<file path="src/rtl/pipeline_stall_controller_pkg.sv">
// Shared pipeline definitions: FSM state encoding, stall/flush control vector,
// default timing parameters and the NOP word loaded by the flush paths.
package pipeline_stall_controller_pkg;

    typedef enum logic [1:0] {
        RUN    = 2'd0,
        DRAIN  = 2'd1,
        HALTED = 2'd2,
        ERROR  = 2'd3
    } state_e;

    localparam int DEF_DRAIN_CYCLES = 3;
    localparam int DEF_MEM_TIMEOUT  = 15;

    // addi x0, x0, 0
    localparam logic [31:0] NOP_INSTR = 32'h0000_0013;

    typedef struct packed {
        logic pc_write;
        logic ifid_write;
        logic ifid_flush;
        logic idex_write;
        logic idex_flush;
        logic exmem_write;
        logic memwb_bubble;
    } ctrl_t;

    localparam ctrl_t CTRL_RUN = '{
        pc_write: 1'b1, ifid_write: 1'b1, ifid_flush: 1'b0, idex_write: 1'b1,
        idex_flush: 1'b0, exmem_write: 1'b1, memwb_bubble: 1'b0
    };

    // Whole pipeline frozen, WB fed bubbles: memory wait, HALTED and ERROR.
    localparam ctrl_t CTRL_HOLD = '{
        pc_write: 1'b0, ifid_write: 1'b0, ifid_flush: 1'b0, idex_write: 1'b0,
        idex_flush: 1'b0, exmem_write: 1'b0, memwb_bubble: 1'b1
    };

    localparam ctrl_t CTRL_RESET = '{
        pc_write: 1'b0, ifid_write: 1'b0, ifid_flush: 1'b1, idex_write: 1'b0,
        idex_flush: 1'b1, exmem_write: 1'b0, memwb_bubble: 1'b1
    };

endpackage

</file>
<file path="src/rtl/pipeline_stall_controller_stall_priority_mux.sv">
// Combinational priority encoder: memory wait > taken branch > load-use > HALT,
// qualified by the controller state.
module pipeline_stall_controller_stall_priority_mux
    import pipeline_stall_controller_pkg::*;
(
    input  state_e state,
    input  logic   mw,
    input  logic   branch_taken,
    input  logic   lu_hazard,
    input  logic   halt,
    output ctrl_t  ctrl
);

    always_comb begin
        ctrl = CTRL_RUN;
        case (state)
            RUN: begin
                if (mw) begin
                    ctrl = CTRL_HOLD;
                end else if (branch_taken) begin
                    ctrl.ifid_flush = 1'b1;
                    ctrl.idex_flush = 1'b1;
                end else if (lu_hazard) begin
                    ctrl.pc_write   = 1'b0;
                    ctrl.ifid_write = 1'b0;
                    ctrl.idex_flush = 1'b1;
                end else if (halt) begin
                    // HALT itself advances into ID/EX; fetch stops behind it.
                    ctrl.pc_write   = 1'b0;
                    ctrl.ifid_write = 1'b0;
                end
            end
            DRAIN: begin
                if (mw) begin
                    ctrl = CTRL_HOLD;
                end else if (branch_taken) begin
                    ctrl.ifid_flush = 1'b1;
                    ctrl.idex_flush = 1'b1;
                end else begin
                    ctrl.pc_write   = 1'b0;
                    ctrl.ifid_write = 1'b0;
                    ctrl.idex_flush = 1'b1;
                end
            end
            default: ctrl = CTRL_HOLD;
        endcase
    end

endmodule

</file>
<file path="src/rtl/pipeline_stall_controller.sv">
// Central stall/flush scheduler: HALT drain sequencing, memory-wait timeout
// detection and stall-cycle accounting around the priority encoder.
module pipeline_stall_controller
    import pipeline_stall_controller_pkg::*;
#(
    parameter int DRAIN_CYCLES = DEF_DRAIN_CYCLES,
    parameter int MEM_TIMEOUT  = DEF_MEM_TIMEOUT
) (
    input  logic        clk,
    input  logic        rst,
    input  logic        lu_hazard,
    input  logic        mem_req,
    input  logic        mem_ready,
    input  logic        branch_taken,
    input  logic        halt,
    input  logic        resume,
    output logic        pc_write,
    output logic        ifid_write,
    output logic        ifid_flush,
    output logic        idex_write,
    output logic        idex_flush,
    output logic        exmem_write,
    output logic        memwb_bubble,
    output logic [1:0]  state,
    output logic        mem_error,
    output logic [15:0] stall_cycles
);

    state_e      state_q, state_d;
    logic [7:0]  drain_q, drain_d;
    logic [7:0]  wait_q, wait_d;
    logic        err_q, err_d;
    logic [15:0] stall_q, stall_d;
    logic        mw;
    logic        active;
    logic        timeout;
    ctrl_t       ctrl;
    ctrl_t       out_ctrl;

    function automatic logic [15:0] sat_inc16(input logic [15:0] v);
        return (v == 16'hFFFF) ? v : v + 16'd1;
    endfunction

    assign mw      = mem_req & ~mem_ready;
    assign active  = (state_q == RUN) || (state_q == DRAIN);
    // Error fires on the cycle the wait count would reach MEM_TIMEOUT.
    assign timeout = active && mw && (wait_q == 8'(MEM_TIMEOUT - 1));

    pipeline_stall_controller_stall_priority_mux u_prio (
        .state        (state_q),
        .mw           (mw),
        .branch_taken (branch_taken),
        .lu_hazard    (lu_hazard),
        .halt         (halt),
        .ctrl         (ctrl)
    );

    always_comb begin
        state_d = state_q;
        drain_d = drain_q;
        wait_d  = 8'd0;
        err_d   = err_q;
        stall_d = stall_q;

        if (active) begin
            if (mw) wait_d = wait_q + 8'd1;
            if (!ctrl.pc_write) stall_d = sat_inc16(stall_q);
        end

        case (state_q)
            RUN: begin
                if (timeout) begin
                    state_d = ERROR;
                    err_d   = 1'b1;
                end else if (!mw && !branch_taken && !lu_hazard && halt) begin
                    state_d = DRAIN;
                    drain_d = 8'(DRAIN_CYCLES);
                end
            end
            DRAIN: begin
                if (timeout) begin
                    state_d = ERROR;
                    err_d   = 1'b1;
                end else if (!mw) begin
                    if (branch_taken) begin
                        // HALT was on the wrong path; resume normal flow.
                        state_d = RUN;
                        drain_d = 8'd0;
                    end else begin
                        drain_d = (drain_q == 8'd0) ? 8'd0 : drain_q - 8'd1;
                        if (drain_q <= 8'd1) state_d = HALTED;
                    end
                end
            end
            HALTED: begin
                if (resume) state_d = RUN;
            end
            default: ;
        endcase
    end

    always_ff @(posedge clk) begin
        if (rst) begin
            state_q <= RUN;
            drain_q <= 8'd0;
            wait_q  <= 8'd0;
            err_q   <= 1'b0;
            stall_q <= 16'd0;
        end else begin
            state_q <= state_d;
            drain_q <= drain_d;
            wait_q  <= wait_d;
            err_q   <= err_d;
            stall_q <= stall_d;
        end
    end

    assign out_ctrl     = rst ? CTRL_RESET : ctrl;
    assign pc_write     = out_ctrl.pc_write;
    assign ifid_write   = out_ctrl.ifid_write;
    assign ifid_flush   = out_ctrl.ifid_flush;
    assign idex_write   = out_ctrl.idex_write;
    assign idex_flush   = out_ctrl.idex_flush;
    assign exmem_write  = out_ctrl.exmem_write;
    assign memwb_bubble = out_ctrl.memwb_bubble;
    assign state        = state_q;
    assign mem_error    = err_q;
    assign stall_cycles = stall_q;

endmodule
</file>
<file path="config.mk">
export PLATFORM = sky130hd
export DESIGN_NAME = pipeline_stall_controller
export DESIGN_NICKNAME = d
export VERILOG_FILES = /design/src/rtl/pipeline_stall_controller_pkg.sv /design/src/rtl/pipeline_stall_controller_stall_priority_mux.sv /design/src/rtl/pipeline_stall_controller.sv
export SDC_FILE = /design/constraint.sdc
export NUM_CORES = 1
export LEC_CHECK = 0
export ABC_AREA = 1
export CAP_MARGIN = 10
export CORE_AREA = 3 3 64 66
export CTS_BUF_LIST = sky130_fd_sc_hd__clkbuf_8
export CTS_CLUSTER_SIZE = 25
export DETAILED_ROUTE_END_ITERATION = 7
export DIE_AREA = 0 0 67 69
export PLACE_DENSITY = 0.95
export SYNTH_ARGS = -nofsm -noshare
export SYNTH_HDL_FRONTEND = slang
export SYNTH_SLANG_ARGS = --single-unit
</file>
<file path="constraint.sdc">
create_clock -name clk -period 3.5 [get_ports clk]
set_input_delay 0.875 -clock clk [delete_from_list [all_inputs] [get_ports clk]]
set_output_delay 0.875 -clock clk [all_outputs]
set_load 0.03 [all_outputs]
</file>
# --- Word level (Yosys, flattened, before mapping) ---
# Cells that the tools add are included.
totals:
  word_cells: 75
  regBits: 35
  inputBits: 8
  out_inout_bits: 26
classes:
  n_lt_le_gt_ge: 1
  bitwise_logic: 6
  eq_ne: 12
  reduce_logical: 19
  muxes: 29
  add_sub_neg: 3
ops:
  columns: ["operator", "count"]
  rows:
  - ["8-bit two-way mux", 6]
  - ["2-bit two-way mux", 12]
  - ["16-bit by 1-bit adder with 16-bit output (second input constant)", 1]
  - ["16-bit equality test (second input constant)", 1]
  - ["8-bit case mux with 2 select lines", 1]
  - ["7-bit case mux with 2 select lines", 1]
  - ["5-bit AND reduction", 2]
  - ["8-bit by 1-bit adder with 8-bit output (second input constant)", 1]
  - ["8-bit by 4-bit equality test with 1-bit output (second input constant)", 1]
  - ["8-bit by 1-bit less-or-equal comparator with 1-bit output (second input constant)", 1]
  - ["8-bit zero test", 1]
  - ["2-bit inequality test (second input constant)", 4]
  - ["8-bit by 1-bit subtractor with 8-bit output (second input constant)", 1]
  - ["7-bit two-way mux", 1]
  - ["3-bit two-way mux", 2]
  - ["2-bit case mux with 3 select lines", 1]
  - ["1-bit logical AND", 5]
  - ["1-bit two-way mux", 5]
  - ["1-bit inverter", 5]
  - ["4-bit by 3-bit inequality test with 1-bit output (second input constant)", 1]
  - ["1-bit zero test", 3]
  - ["3-bit by 2-bit inequality test with 1-bit output (second input constant)", 1]
  - ["3-bit inequality test (second input constant)", 1]
  - ["3-bit AND reduction", 1]
  - ["other kinds (11)", 11]

# --- Depth between registers and ports, before layout ---
depth:
  ltp_word: 9
  mapped_depth: 12
  depth_no_buf: 12

# --- By module ---
# Synthesis repeated with hierarchy kept, for this count alone.
unflattened:
  cells_unflattened: 314
  hier_area_um2: 2125.8
modules_own_cells:
  columns: ["mod", "area_each_um2", "cells_per_inst", "instances"]
  rows:
  - ["pipeline_stall_controller", 2060.7, 302, 1]
  - ["pipeline_stall_controller_stall_priority_mux", 65.1, 12, 1]

# --- Worst setup path before layout ---
# Ideal clock, no wire load.
synth_timing:
  kind: "input to output"
  startpoint: "input port rst"
  endpoint: "output port memwb_bubble"
  setup_slack_ns: 0.381
  t_required_ns: 2.625
  n_path_buf: 1
  t_arrival_ns: 2.244
  cell_stages: 3
  cell_sequence: "clkbuf_1 nor3_1 inv_1"
synth_via:
  elab_chain_cells: 1
synth_rtl:
  columns: ["element", "line_no", "source"]
  rows:
  - ["from (decl)", "pipeline_stall_controller.sv:10", "input logic rst,"]
  - ["7-bit two-way mux", "pipeline_stall_controller.sv:118", "assign out_ctrl = rst ? CTRL_RESET : ctrl;"]
  - ["to (decl)", "pipeline_stall_controller.sv:23", "output logic memwb_bubble,"]
# No other way between the ends.

# --- Worst setup path after layout ---
layout_timing:
  startpoint: "input port mem_req"
  endpoint: "output port memwb_bubble"
layout_via:
  elab_chain_cells: 4
layout_rtl:
  columns: ["element", "line_no", "source"]
  rows:
  - ["from (decl)", "pipeline_stall_controller.sv:12", "input logic mem_req,"]
  - ["1-bit AND", "pipeline_stall_controller.sv:44", "assign mw = mem_req & ~mem_ready;"]
  - ["2-bit two-way mux", "pipeline_stall_controller_stall_priority_mux.sv:18, pipeline_stall_controller_stall_priority_mux.sv:34", null]
  - ["7-bit case mux with 2 select lines", "pipeline_stall_controller_stall_priority_mux.sv:16", "case (state)"]
  - ["7-bit two-way mux", "pipeline_stall_controller.sv:118", null]
# No other way between the ends.

==> results.md <==
- Clock latency of the later-clocked register in the worst-skew pair: 0.29 ns
- Number of enable-type register cells in the synthesized netlist: 0
- Core footprint: 0.00363 mm²
- Syn_nets: 323
- Post-CTS Setup Inserts: 0
- Period minus WS final: 3.28 ns
- Final routed wire length divided by cell count: 12.2 µm
- Layout fillers: 296
- Fraction of final layout cells sized beyond drive strength 1: 0.127
- Max Slew Vio Count: 0
- Effective utilization at floorplan: 0.590
- Share of total power in combinational logic: 0.551
- Site row count: 22
- Internal power of the cells: 0.931 mW
- Setup TNS: 0 ns
- Register bit count reported by yosys: 35
- Setup Skew: 0.00922 ns
- Via/cell ratio: 5.30
- Number of sinks driven by the clock tree: 35
- Sequential cell area: 701 µm²
- Maximum achievable frequency: 0.305 GHz
- Critical setup path kind: primary input to output port
- Number of nets in the finished design: 358
- Proportion of power drawn by the clock network: 0.149
- Floorplan die area: 0.00462 mm²
- Area taken by multi-input logic gates: 0.00126 mm²
- Worst-case setup slack after placement: 0.208 ns
- Relative contribution of sequential cells to total power: 0.299
- Number of maximum-capacitance constraint violations: 0
- Number of resized instances in the post-cts repair step: 0
- Mean Syn Cell Area: 7.03 µm²
- Main area contributors after synthesis: sky130_fd_sc_hd__dfxtp_1, sky130_fd_sc_hd__nand2_1, sky130_fd_sc_hd__nor2_1
- Sequential-to-total area share from yosys stat: 0.327
- Post-route standard cell area excluding fillers: 0.00255 mm²
- Gr usage total: 0.220
- First-pass GRT wire length: 8.12 mm
- Share of synthesized registers carrying an async set or reset: 0
- Slew at the pin closest to its max-slew limit: 0.480 ns
- Num CTS Buffers: 5
- Final WS setup: 0.222 ns
- Detailed Place HPWL: 3.47 mm
- Ys Warns: 0
- Hold Violations, Final: 0
- Syn Std Cell Area: 0.00214 mm²
- Tot Pwr: 1.79 mW
- Total power per unit cell area: 701 mW/mm²
- Gate count of the mapped netlist: 305
- Die width: 67 µm
- Max Root-Sink Buffers: 2
- Count of input and output buffers: 33
- Required time worst endpoint: 2.62 ns
- Vias post-DR: 2053
- Dominant cell type by area after synthesis: sky130_fd_sc_hd__dfxtp_1
- Setup-violating endpoint count in the final report: 0
- P_leak: 1.04 nW
- Run status: complete, no violations
- Largest vdd supply drop: 336 µV
- Slew headroom: 0.677
- Area share of the leading cell type in the synthesized netlist: 0.327
- Crit Path Max Fanout: 3
- Switching share of power: 0.479
- Worst R2R Setup Slack: 1.72 ns
- Remaining routing DRC violations: 0
- Class of the tightest hold or removal check: register to register
- Buffer type at the clock tree root: sky130_fd_sc_hd__clkbuf_8
- Maximum level of the CTS H-tree: 2
- Global placement routability congestion: 0.880
- Unrepaired setup endpoints after global routing: false
- Switching power: 0.855 mW
- GRT Residual Overflow: 0
- Number of global-route vias before repair: 1895
- Number of antenna violations at the first check in global routing: 0
- Endpoint type of the worst setup path: output port
- Wirelength, routed: 4.74 mm
- Die Y: 69 µm
- Cell variety after synth: 35
- Diodes inserted: 0
- Startpoint type of the worst setup path: primary input
- Worst hold-check slack: 0.475 ns
- Dpl cell area: 0.00248 mm²
- Growth of design area from synthesis to finish: 18.9%
- Hold bufs inserted after CTS: 0
- Largest net degree at the start of global routing: 20
- TritonCTS clock tree: yes
- Clock-pin slew of the registers on the worst-case setup and hold paths: 0.06 ns
- Period utilisation layout: 0.937
- Violation count after the first detailed-route iteration: 134
- Arrival time of the worst setup path: 2.40 ns
- Drt first pass iters: 4
- Main synth FF type: sky130_fd_sc_hd__dfxtp_1
- Number of ports placed on the die boundary: 34
- Final ANT Viol Nets: 0
[flip-flops by register name, indices dropped and copies added (netlist names)]
name / flops
state: 2
mem_error: 1
stall_cycles: 16
drain_q: 8
wait_q: 8
[power groups by stage]
stage / clock, mW / sequential (mW) / combinational [mW]
2_1_floorplan: 0 / 0.574 / 0.773
3_3_place_gp: 0 / 0.540 / 0.947
3_5_place_dp: 0 / 0.543 / 0.975
4_1_cts: 0.266 / 0.534 / 0.979
5_1_grt: 0.287 / 0.546 / 1.10
6_report: 0.267 / 0.534 / 0.985
[metrics by stage]
stage               instances  utilization
floorplan                 305            -
global route              387        0.701
global placement          381        0.681
detailed placement        381        0.681
finish                    387        0.701
CTS                       387        0.701
[layer usage]
metal  vias up  global-route usage  wire (µm)
met2        63               0.356       2320
met1       943               0.282       2060
met3        12              0.0505        258
met5         -                   0          0
met4         0              0.0743        101
li1       1035                   -          -
[cells by family (layout without fill, tap and decap cells)]
logic type / after synthesis / after routing / synth area share
flops: 35 / 35 / 0.327
buf+inv: 40 / 74 / 0.0846
simple gates: 171 / 171 / 0.370
compound gates: 35 / 35 / 0.103
fa+ha+maj: 10 / 10 / 0.0584
xor+xnor: 14 / 14 / 0.0572
[synthesized netlist by cell type, types with 2 or more instances]
master	number
sky130_fd_sc_hd__nand4_1	3
sky130_fd_sc_hd__nor3_1	5
sky130_fd_sc_hd__nand2_2	6
sky130_fd_sc_hd__xnor2_1	6
sky130_fd_sc_hd__inv_2	4
sky130_fd_sc_hd__a21oi_2	10
sky130_fd_sc_hd__nor2_1	45
sky130_fd_sc_hd__nor2_4	3
sky130_fd_sc_hd__o21ai_0	4
sky130_fd_sc_hd__nand3b_1	2
sky130_fd_sc_hd__dfxtp_1	35
sky130_fd_sc_hd__nor3b_1	2
sky130_fd_sc_hd__buf_4	2
sky130_fd_sc_hd__clkbuf_1	2
sky130_fd_sc_hd__nand3_1	22
sky130_fd_sc_hd__ha_1	10
sky130_fd_sc_hd__nor2_2	2
sky130_fd_sc_hd__nand2_1	75
sky130_fd_sc_hd__inv_1	29
sky130_fd_sc_hd__a21oi_1	16
sky130_fd_sc_hd__xor2_1	8
[worst max-delay path, cell delays in order]
cell and delay, ns:
sky130_fd_sc_hd__clkdlybuf4s50_1 0.47, sky130_fd_sc_hd__inv_1 0.04, sky130_fd_sc_hd__nor2_1 0.18, sky130_fd_sc_hd__nor3_1 0.10, sky130_fd_sc_hd__inv_1 0.07, sky130_fd_sc_hd__clkdlybuf4s50_1 0.66
[cells in the final DEF (no fill, tap or decap), types with 2 or more instances in the layout]
| cell | instances |
|---|---|
| sky130_fd_sc_hd__inv_1 | 30 |
| sky130_fd_sc_hd__dfxtp_1 | 35 |
| sky130_fd_sc_hd__nand4_1 | 3 |
| sky130_fd_sc_hd__nor2_1 | 45 |
| sky130_fd_sc_hd__a21oi_2 | 10 |
| sky130_fd_sc_hd__xor2_1 | 8 |
| sky130_fd_sc_hd__inv_2 | 4 |
| sky130_fd_sc_hd__clkdlybuf4s50_1 | 27 |
| sky130_fd_sc_hd__nand3b_1 | 2 |
| sky130_fd_sc_hd__nand2_2 | 6 |
| sky130_fd_sc_hd__ha_1 | 10 |
| sky130_fd_sc_hd__o21ai_0 | 4 |
| sky130_fd_sc_hd__clkbuf_8 | 5 |
| sky130_fd_sc_hd__xnor2_1 | 6 |
| sky130_fd_sc_hd__nand2_1 | 75 |
| sky130_fd_sc_hd__nor2_2 | 2 |
| sky130_fd_sc_hd__buf_4 | 8 |
| sky130_fd_sc_hd__a21oi_1 | 16 |
| sky130_fd_sc_hd__nor3b_1 | 2 |
| sky130_fd_sc_hd__nand3_1 | 22 |
| sky130_fd_sc_hd__nor3_1 | 5 |
| sky130_fd_sc_hd__nor2_4 | 3 |
[worst paths after layout]
path,from,end,cells past startpoint
max,mem_req,memwb_bubble,6
min,mem_error,mem_error,2
min reg2reg,mem_error,mem_error,2
max reg2reg,state[0],drain_q[7],11
[cell type report]
cell class | count | area share
clock inverter | 1 | 0.00147
multi-input combinational | 230 | 0.495
sequential | 35 | 0.275
inverter | 33 | 0.0486
timing repair buffer | 35 | 0.130
clock buffer | 5 | 0.0270
tap | 48 | 0.0236
Note: power is estimated with default switching activity, not from simulation.
